===== config.mk =====
export PLATFORM = sky130hd
export DESIGN_NAME = alu
export DESIGN_NICKNAME = d
export VERILOG_FILES = /design/src/rtl/alu.sv
export SDC_FILE = /design/constraint.sdc
export NUM_CORES = 1
export LEC_CHECK = 0
export CAP_MARGIN = 10
export CORE_MARGIN = 3
export CORE_UTILIZATION = 35
export CTS_BUF_LIST = sky130_fd_sc_hd__clkbuf_4 sky130_fd_sc_hd__clkbuf_8
export DETAILED_ROUTE_END_ITERATION = 7
export PLACE_DENSITY = 0.62
export SYNTH_ARGS = -nofsm -noshare
export SYNTH_HDL_FRONTEND = slang
export SYNTH_SLANG_ARGS = --single-unit

===== constraint.sdc =====
create_clock -name clk_i -period 0.8 [get_ports clk_i]
set_clock_uncertainty 0.15 [all_clocks]
set_input_delay 0.08 -clock clk_i [delete_from_list [all_inputs] [get_ports clk_i]]
set_output_delay 0.08 -clock clk_i [all_outputs]
set_load 0.005 [all_outputs]

===== src/rtl/alu.sv =====
// Single-stage registered ALU: combinational datapath into one output register.
// Optional overflow output enabled by defining ALU_OVERFLOW_FLAG_EN.
module alu #(
    parameter int unsigned CONFIG_DATA_WIDTH = 32
) (
    input  logic                         clk_i,
    input  logic                         rst_ni,
    input  logic [CONFIG_DATA_WIDTH-1:0] operand_a_i,
    input  logic [CONFIG_DATA_WIDTH-1:0] operand_b_i,
    input  logic [3:0]                   alu_op_i,
    output logic [CONFIG_DATA_WIDTH-1:0] alu_result_o,
    output logic                         zero_flag_o
`ifdef ALU_OVERFLOW_FLAG_EN
    ,
    output logic                         overflow_o
`endif
);

    localparam int unsigned SHAMT_W = $clog2(CONFIG_DATA_WIDTH);
    localparam int unsigned MSB     = CONFIG_DATA_WIDTH - 1;

    typedef enum logic [3:0] {
        OP_ADD  = 4'b0000,
        OP_SUB  = 4'b0001,
        OP_AND  = 4'b0010,
        OP_OR   = 4'b0011,
        OP_XOR  = 4'b0100,
        OP_SLL  = 4'b0101,
        OP_SRL  = 4'b0110,
        OP_SRA  = 4'b0111,
        OP_SLT  = 4'b1000,
        OP_SLTU = 4'b1001
    } alu_op_e;

    logic [CONFIG_DATA_WIDTH-1:0] sum;
    logic [CONFIG_DATA_WIDTH-1:0] diff;
    logic [SHAMT_W-1:0]           shamt;
    logic                         lt_signed;
    logic                         lt_unsigned;
    logic [CONFIG_DATA_WIDTH-1:0] result_d;
    logic                         zero_d;

    assign sum         = operand_a_i + operand_b_i;
    assign diff        = operand_a_i - operand_b_i;
    assign shamt       = operand_b_i[SHAMT_W-1:0];
    assign lt_signed   = $signed(operand_a_i) < $signed(operand_b_i);
    assign lt_unsigned = operand_a_i < operand_b_i;

    // Unassigned opcodes fall to the default and yield zero.
    always_comb begin
        result_d = '0;
        case (alu_op_e'(alu_op_i))
            OP_ADD:  result_d = sum;
            OP_SUB:  result_d = diff;
            OP_AND:  result_d = operand_a_i & operand_b_i;
            OP_OR:   result_d = operand_a_i | operand_b_i;
            OP_XOR:  result_d = operand_a_i ^ operand_b_i;
            OP_SLL:  result_d = operand_a_i << shamt;
            OP_SRL:  result_d = operand_a_i >> shamt;
            OP_SRA:  result_d = $unsigned($signed(operand_a_i) >>> shamt);
            OP_SLT:  result_d = CONFIG_DATA_WIDTH'(lt_signed);
            OP_SLTU: result_d = CONFIG_DATA_WIDTH'(lt_unsigned);
            default: result_d = '0;
        endcase
    end

    assign zero_d = (result_d == '0);

    always_ff @(posedge clk_i or negedge rst_ni) begin
        if (!rst_ni) begin
            alu_result_o <= '0;
            zero_flag_o  <= 1'b0;
        end else begin
            alu_result_o <= result_d;
            zero_flag_o  <= zero_d;
        end
    end

`ifdef ALU_OVERFLOW_FLAG_EN
    logic overflow_d;

    always_comb begin
        overflow_d = 1'b0;
        case (alu_op_e'(alu_op_i))
            OP_ADD:  overflow_d = (operand_a_i[MSB] == operand_b_i[MSB]) &&
                                  (sum[MSB] != operand_a_i[MSB]);
            OP_SUB:  overflow_d = (operand_a_i[MSB] != operand_b_i[MSB]) &&
                                  (diff[MSB] != operand_a_i[MSB]);
            default: overflow_d = 1'b0;
        endcase
    end

    always_ff @(posedge clk_i or negedge rst_ni) begin
        if (!rst_ni) begin
            overflow_o <= 1'b0;
        end else begin
            overflow_o <= overflow_d;
        end
    end
`endif

endmodule


== After elaboration in Yosys (flattened, before gate mapping) ==
Index checks and enable logic that the tools add are counted.

* Eq/ne operators: 9
* Add/subtract/negate cells: 2
* Reduce and logical (&&, ||, !) cells: 2
* Multipliers: 0
* Shift operators: 3
* Magnitude comparators: 2
* Mux-type cells: 1
* Div/mod/pow operators: 0
* Bitwise gates (word level): 3

{| class="wikitable"
|+ Operators with widths
! kind !! number
|-
| $pmux W32 S10 || 1
|-
| $lt A32 B32 Y1 || 2
|-
| $add A32 B32 Y32 || 1
|-
| $and A32 B32 Y32 || 1
|-
| $logic_not A32 Y1 || 1
|-
| $or A32 B32 Y32 || 1
|-
| $shl A32 B5 Y32 || 1
|-
| $shr A32 B5 Y32 || 1
|-
| $sshr A32 B5 Y32 || 1
|-
| $sub A32 B32 Y32 || 1
|-
| $xor A32 B32 Y32 || 1
|-
| $eq A4 B3 Y1 const B || 4
|-
| $eq A4 B2 Y1 const B || 2
|-
| $eq A4 B4 Y1 const B || 2
|-
| $eq A4 B1 Y1 const B || 1
|-
| $logic_not A4 Y1 || 1
|}

* Bits in writable memories: 0
* Bits in latches: 0
* Register bits after elaboration: 33
* Input bits: 70
* Logic and storage cells: 24
* Memories kept: 0
* Memory bits (read-only): 0

== Logic depth before layout (Yosys ltp) ==
* Depth in word-level cells: 3
* Depth in mapped cells: 18
* Depth with buffers taken out: 14

== Least setup slack after synthesis ==
OpenSTA, ideal clock, no wires.

* Path type: input port to flip-flop
* Start point: in operand_b_i[1]
* End point: reg zero_flag_o
* Cell stages on the path: 16
* Arrival time: 3.974 ns
* Path slack: -3.396 ns
* Setup time: 0.073 ns
* Cells stage by stage: inv_2 > buf_1 > buf_2 > buf_1 > ha_1 > a211oi_1 > o21ai_0 > a21boi_0 > o22a_1 > mux2i_1 > or4_4 > or4_4 > nor4_2 > nand4b_1 > nand4bb_1 > nor2b_1

* Longest elaborated chain between the ends: 3
* Elaborated cells on any way between the ends: 12
* Classes of those cells: add/sub (2); order compare (2); shift (3); mux (1); bitwise (3); reduce/logical (1)

{| class="wikitable"
|+ RTL lines
! what !! RTL line !! text
|-
| from (decl) || 9 || <nowiki>input logic [CONFIG_DATA_WIDTH-1:0] operand_b_i,</nowiki>
|-
| $sub A32 B32 Y32, or another cell as far along || 44 || <nowiki>assign diff = operand_a_i - operand_b_i;</nowiki>
|-
| $pmux W32 S10 * || 52 || <nowiki>case (alu_op_e'(alu_op_i))</nowiki>
|-
| named net result_d[7] || 40 || <nowiki>logic [CONFIG_DATA_WIDTH-1:0] result_d;</nowiki>
|-
| $logic_not A32 Y1 * || 67 || <nowiki>assign zero_d = (result_d == '0);</nowiki>
|-
| named net zero_d || 41 || <nowiki>logic zero_d;</nowiki>
|-
| to (signal assigned) || 75 || <nowiki>zero_flag_o <= zero_d;</nowiki>
|-
| to (decl) || 12 || <nowiki>output logic zero_flag_o</nowiki>
|}

The timed path passes the listed nets; every way through them passes the cells marked *.

== Worst setup path in the final report ==
* Start point: in operand_a_i[26]
* End point: reg zero_flag_o

* Longest elaborated chain between the ends: 3
* Elaborated cells on any way between the ends: 12
* Classes of those cells: add/sub (2); order compare (2); shift (3); mux (1); bitwise (3); reduce/logical (1)

{| class="wikitable"
|+ RTL lines
! what !! RTL line !! text
|-
| from (decl) || 8 || <nowiki>input logic [CONFIG_DATA_WIDTH-1:0] operand_a_i,</nowiki>
|-
| $sshr A32 B5 Y32, or another cell as far along || 60 || <nowiki>OP_SRA: result_d = $unsigned($signed(operand_a_i) >>> shamt);</nowiki>
|-
| $pmux W32 S10 * || 52 ||
|-
| named net result_d[10] || 40 ||
|-
| $logic_not A32 Y1 * || 67 ||
|-
| named net zero_d || 41 ||
|}

Marked as above.

==> reports/results.ini <==
[clock_network]
cts_made_buffers = 5
tritoncts = yes
cts.clk_slew.worst_paths_ns = 0.10
htreeDepth = 2
root_buffer = clkbuf_8
cts_buffer_depth = 2
cts.sinks = 33

[synthesis]
synth_edf_count = 0
synth-seq-cells = 33
netlist_instances = 1418
ys_seq_area_share_pct = 7.78
async_flop_share_pct = 100
syn_nets = 1588
syn-mean-instance-area_um2 = 7.49
synth_common_cells = 156 x nand2_1, 122 x nor2_1, 98 x ha_1
synth_top_cell_area_share_pct = 13.4
ys_top_cells_by_area = mux4_2 13%, ha_1 12%, dfrtp_1 7.8%
synthFlopType = dfrtp_1
syn_area_mm2 = 0.0106
yosysMostFrequentCell = nand2_1
yosys_warnings = 0
ys_types = 93
yosys.area.top_type = mux4_2

[floorplanning]
fp.dieW_um = 180
floorplan.initialDensity_pct = 35.6
placementRows = 63
core_mm2 = 0.0298
ios = 103
fp.dieArea_mm2 = 0.0325
die_h_um = 180

[route]
postRouteAntennaNets = 0
via_count = 16600
via_per_inst = 6.29
first_pass_iters = 6
drtIter0Drc = 2066
routedWlPerCell_um = 28.3
drt_wl_total_um = 74700
drc_errors = 0

[cells_and_area]
nets = 2416
syn_to_final_growth_pct = 101
design_area_mm2 = 0.0213
final_cells = 2637
antenna-diode-count = 0
drive_above_1_share_pct = 62.7
fill_cells = 2235

[setup_path]
crit_path_max_fanout = 3
path_cells = clkbuf_4, mux4_2, and2_4, a221o_1, nand4_1, nand4_1, a211o_1, or4_4, nor4_4, buf_4, nand4b_1, nand4bb_1, nor2b_1
worst_path_most_repeated_cell = nand4_1
crit_required_ns = 0.93
crit_slowest_cell = or4_4
slowest_delay_ns = 0.54
crit_buf_inv = 2
endpoint_kind = flip-flop
cp.arrival_ns = 3.59
cp_top_family = simple AND/OR/NAND/NOR gates
worstSetupStartpoint = operand_a_i[26]
cp.depth = 13
criticalPathCategory = in -> reg
critPathLaunchType = primary input

[sta]
worst_pin_slew_ns = 0.713
fmax_ghz = 0.289
setup_viol = 66
max_slew_margin_pct = 52.1
hold_violations = 0
hold_ws_ns = 0.0657
slew_viol_final = 0
rsz0062_at_grt = yes
fin_crit_ns = 3.46
finalWorstSetupSlack_ns = -2.66
min_period_over_period_pct = 432

[placement]
dp.cells = 2462
postPlaceCellArea_mm2 = 0.0169
dpl_worst_slack_ns = -3.71
place_congestion = 1.10
io_buffers = 102
dp_hpwl_um = 57000

[power_and_ir_drop]
leakage_uw = 0.00941
internal_power_uw = 10500
pwr-share-clk_pct = 7.8
powerDensity_mw_per_mm2 = 926
p_switching_uw = 9250
p_seq_share_pct = 9.9
total_power_uw = 19700
p_sw_share_pct = 46.9
ir_worst_vdd_mv = 0.615
power_frac_comb_pct = 82.2

[min_path]
min_path_type = in -> async

[grt]
grt_pass1_wl_um = 105000
overflow = 0
antenna_found_initial = 1
grt_max_degree = 34
grt_usage_pct = 42.7
grt_pass1_vias = 16000

[job]
cap_violations = 0

[outcome]
status = finished, violations left
violations = negative setup slack

==> how the worst max path moves through the flow <==
stage | to | slack (ns)
6_report | zero_flag_o | -2.66
4_1_cts | zero_flag_o | -2.51
3_3_place_gp | zero_flag_o | -3.63
3_5_place_dp | zero_flag_o | -3.71
2_1_floorplan | zero_flag_o | -2.62
5_1_grt | zero_flag_o | -2.60
==> area by class of cell <==
cell class	count	area [um^2]	share of cell area [%]
flip-flops and latches	33	826	3.87
clock buffers	5	68.8	0.323
well taps	390	488	2.29
multi-input cells	1171	11600	54.4
clock inverters	3	17.5	0.0821
repair buffers	938	7900	37.0
inverters	97	423	1.98
==> cell usage in the layout (no fill, tap or decap), types with 13 or more instances in the layout <==
cell type  count
ha_1          50
o211ai_1      26
nor2_1        92
nand4_1       13
nand3_1       20
dfrtp_1       33
nor3_1        22
a21oi_2       31
nand2_2       19
a21oi_1       50
buf_2         48
nor2_4        18
nor2b_1       18
inv_1         56
o21ai_2       17
o21ai_0       50
inv_2         24
buf_8         19
a21oi_4       13
buf_6        121
a31oi_1       21
buf_12        19
nand2_1      132
o21ai_1       20
buf_4        692
mux4_2        66
ha_4          38
mux2i_1       22
==> kinds of logic (layout without fill, tap and decap cells) <==
group | Yosys count | after routing | synth area share (%)
fa+ha+maj | 100 | 100 | 11.9
buf+inv | 214 | 1043 | 8.79
flops | 33 | 33 | 7.78
compound gates | 464 | 464 | 29.8
mux | 109 | 109 | 18.5
simple gates | 482 | 482 | 21.9
xor+xnor | 16 | 16 | 1.32
==> through the flow <==
stage / util (%) / TNS [ns]
global placement: 56.9 / -93.90
CTS: 66.3 / -62.45
global route: 71.6 / -65.38
floorplan: - / -57.18
finish: 71.6 / -63.62
detailed placement: 56.9 / -94.23
==> power by group through the flow <==
stage | clock network, uW | logic [uW] | registers, uW
2_1_floorplan | 0 | 5160 | 2030
3_3_place_gp | 0 | 11900 | 1990
3_5_place_dp | 0 | 12000 | 2010
4_1_cts | 1530 | 14200 | 1970
5_1_grt | 1590 | 16800 | 1980
6_report | 1540 | 16200 | 1960
==> routing by layer <==
layer,global-route usage [%],part of all wire [%],vias to the layer above
li1,-,-,7041
met1,56.5,39,8090
met2,67.3,44,1123
met3,6.88,9.6,320
met4,21.5,7.0,2
met5,0,0.012,-
==> timing repair <==
item | 4_1_cts | 5_1_grt
endpoints found under the setup margin | 66 | 66
hold buffers | 1 | 0
setup buffers | 105 | 81
gates resized for setup | 743 | 316
pin swaps | 118 | 160
cloned | 7 | 2
hold endpoints to repair | 33 | 0
==> state kept, by name (all words and copies together) (netlist names) <==
signal,flops
zero_flag_o,1
alu_result_o,32
Note: power is estimated with default switching activity, not from simulation.
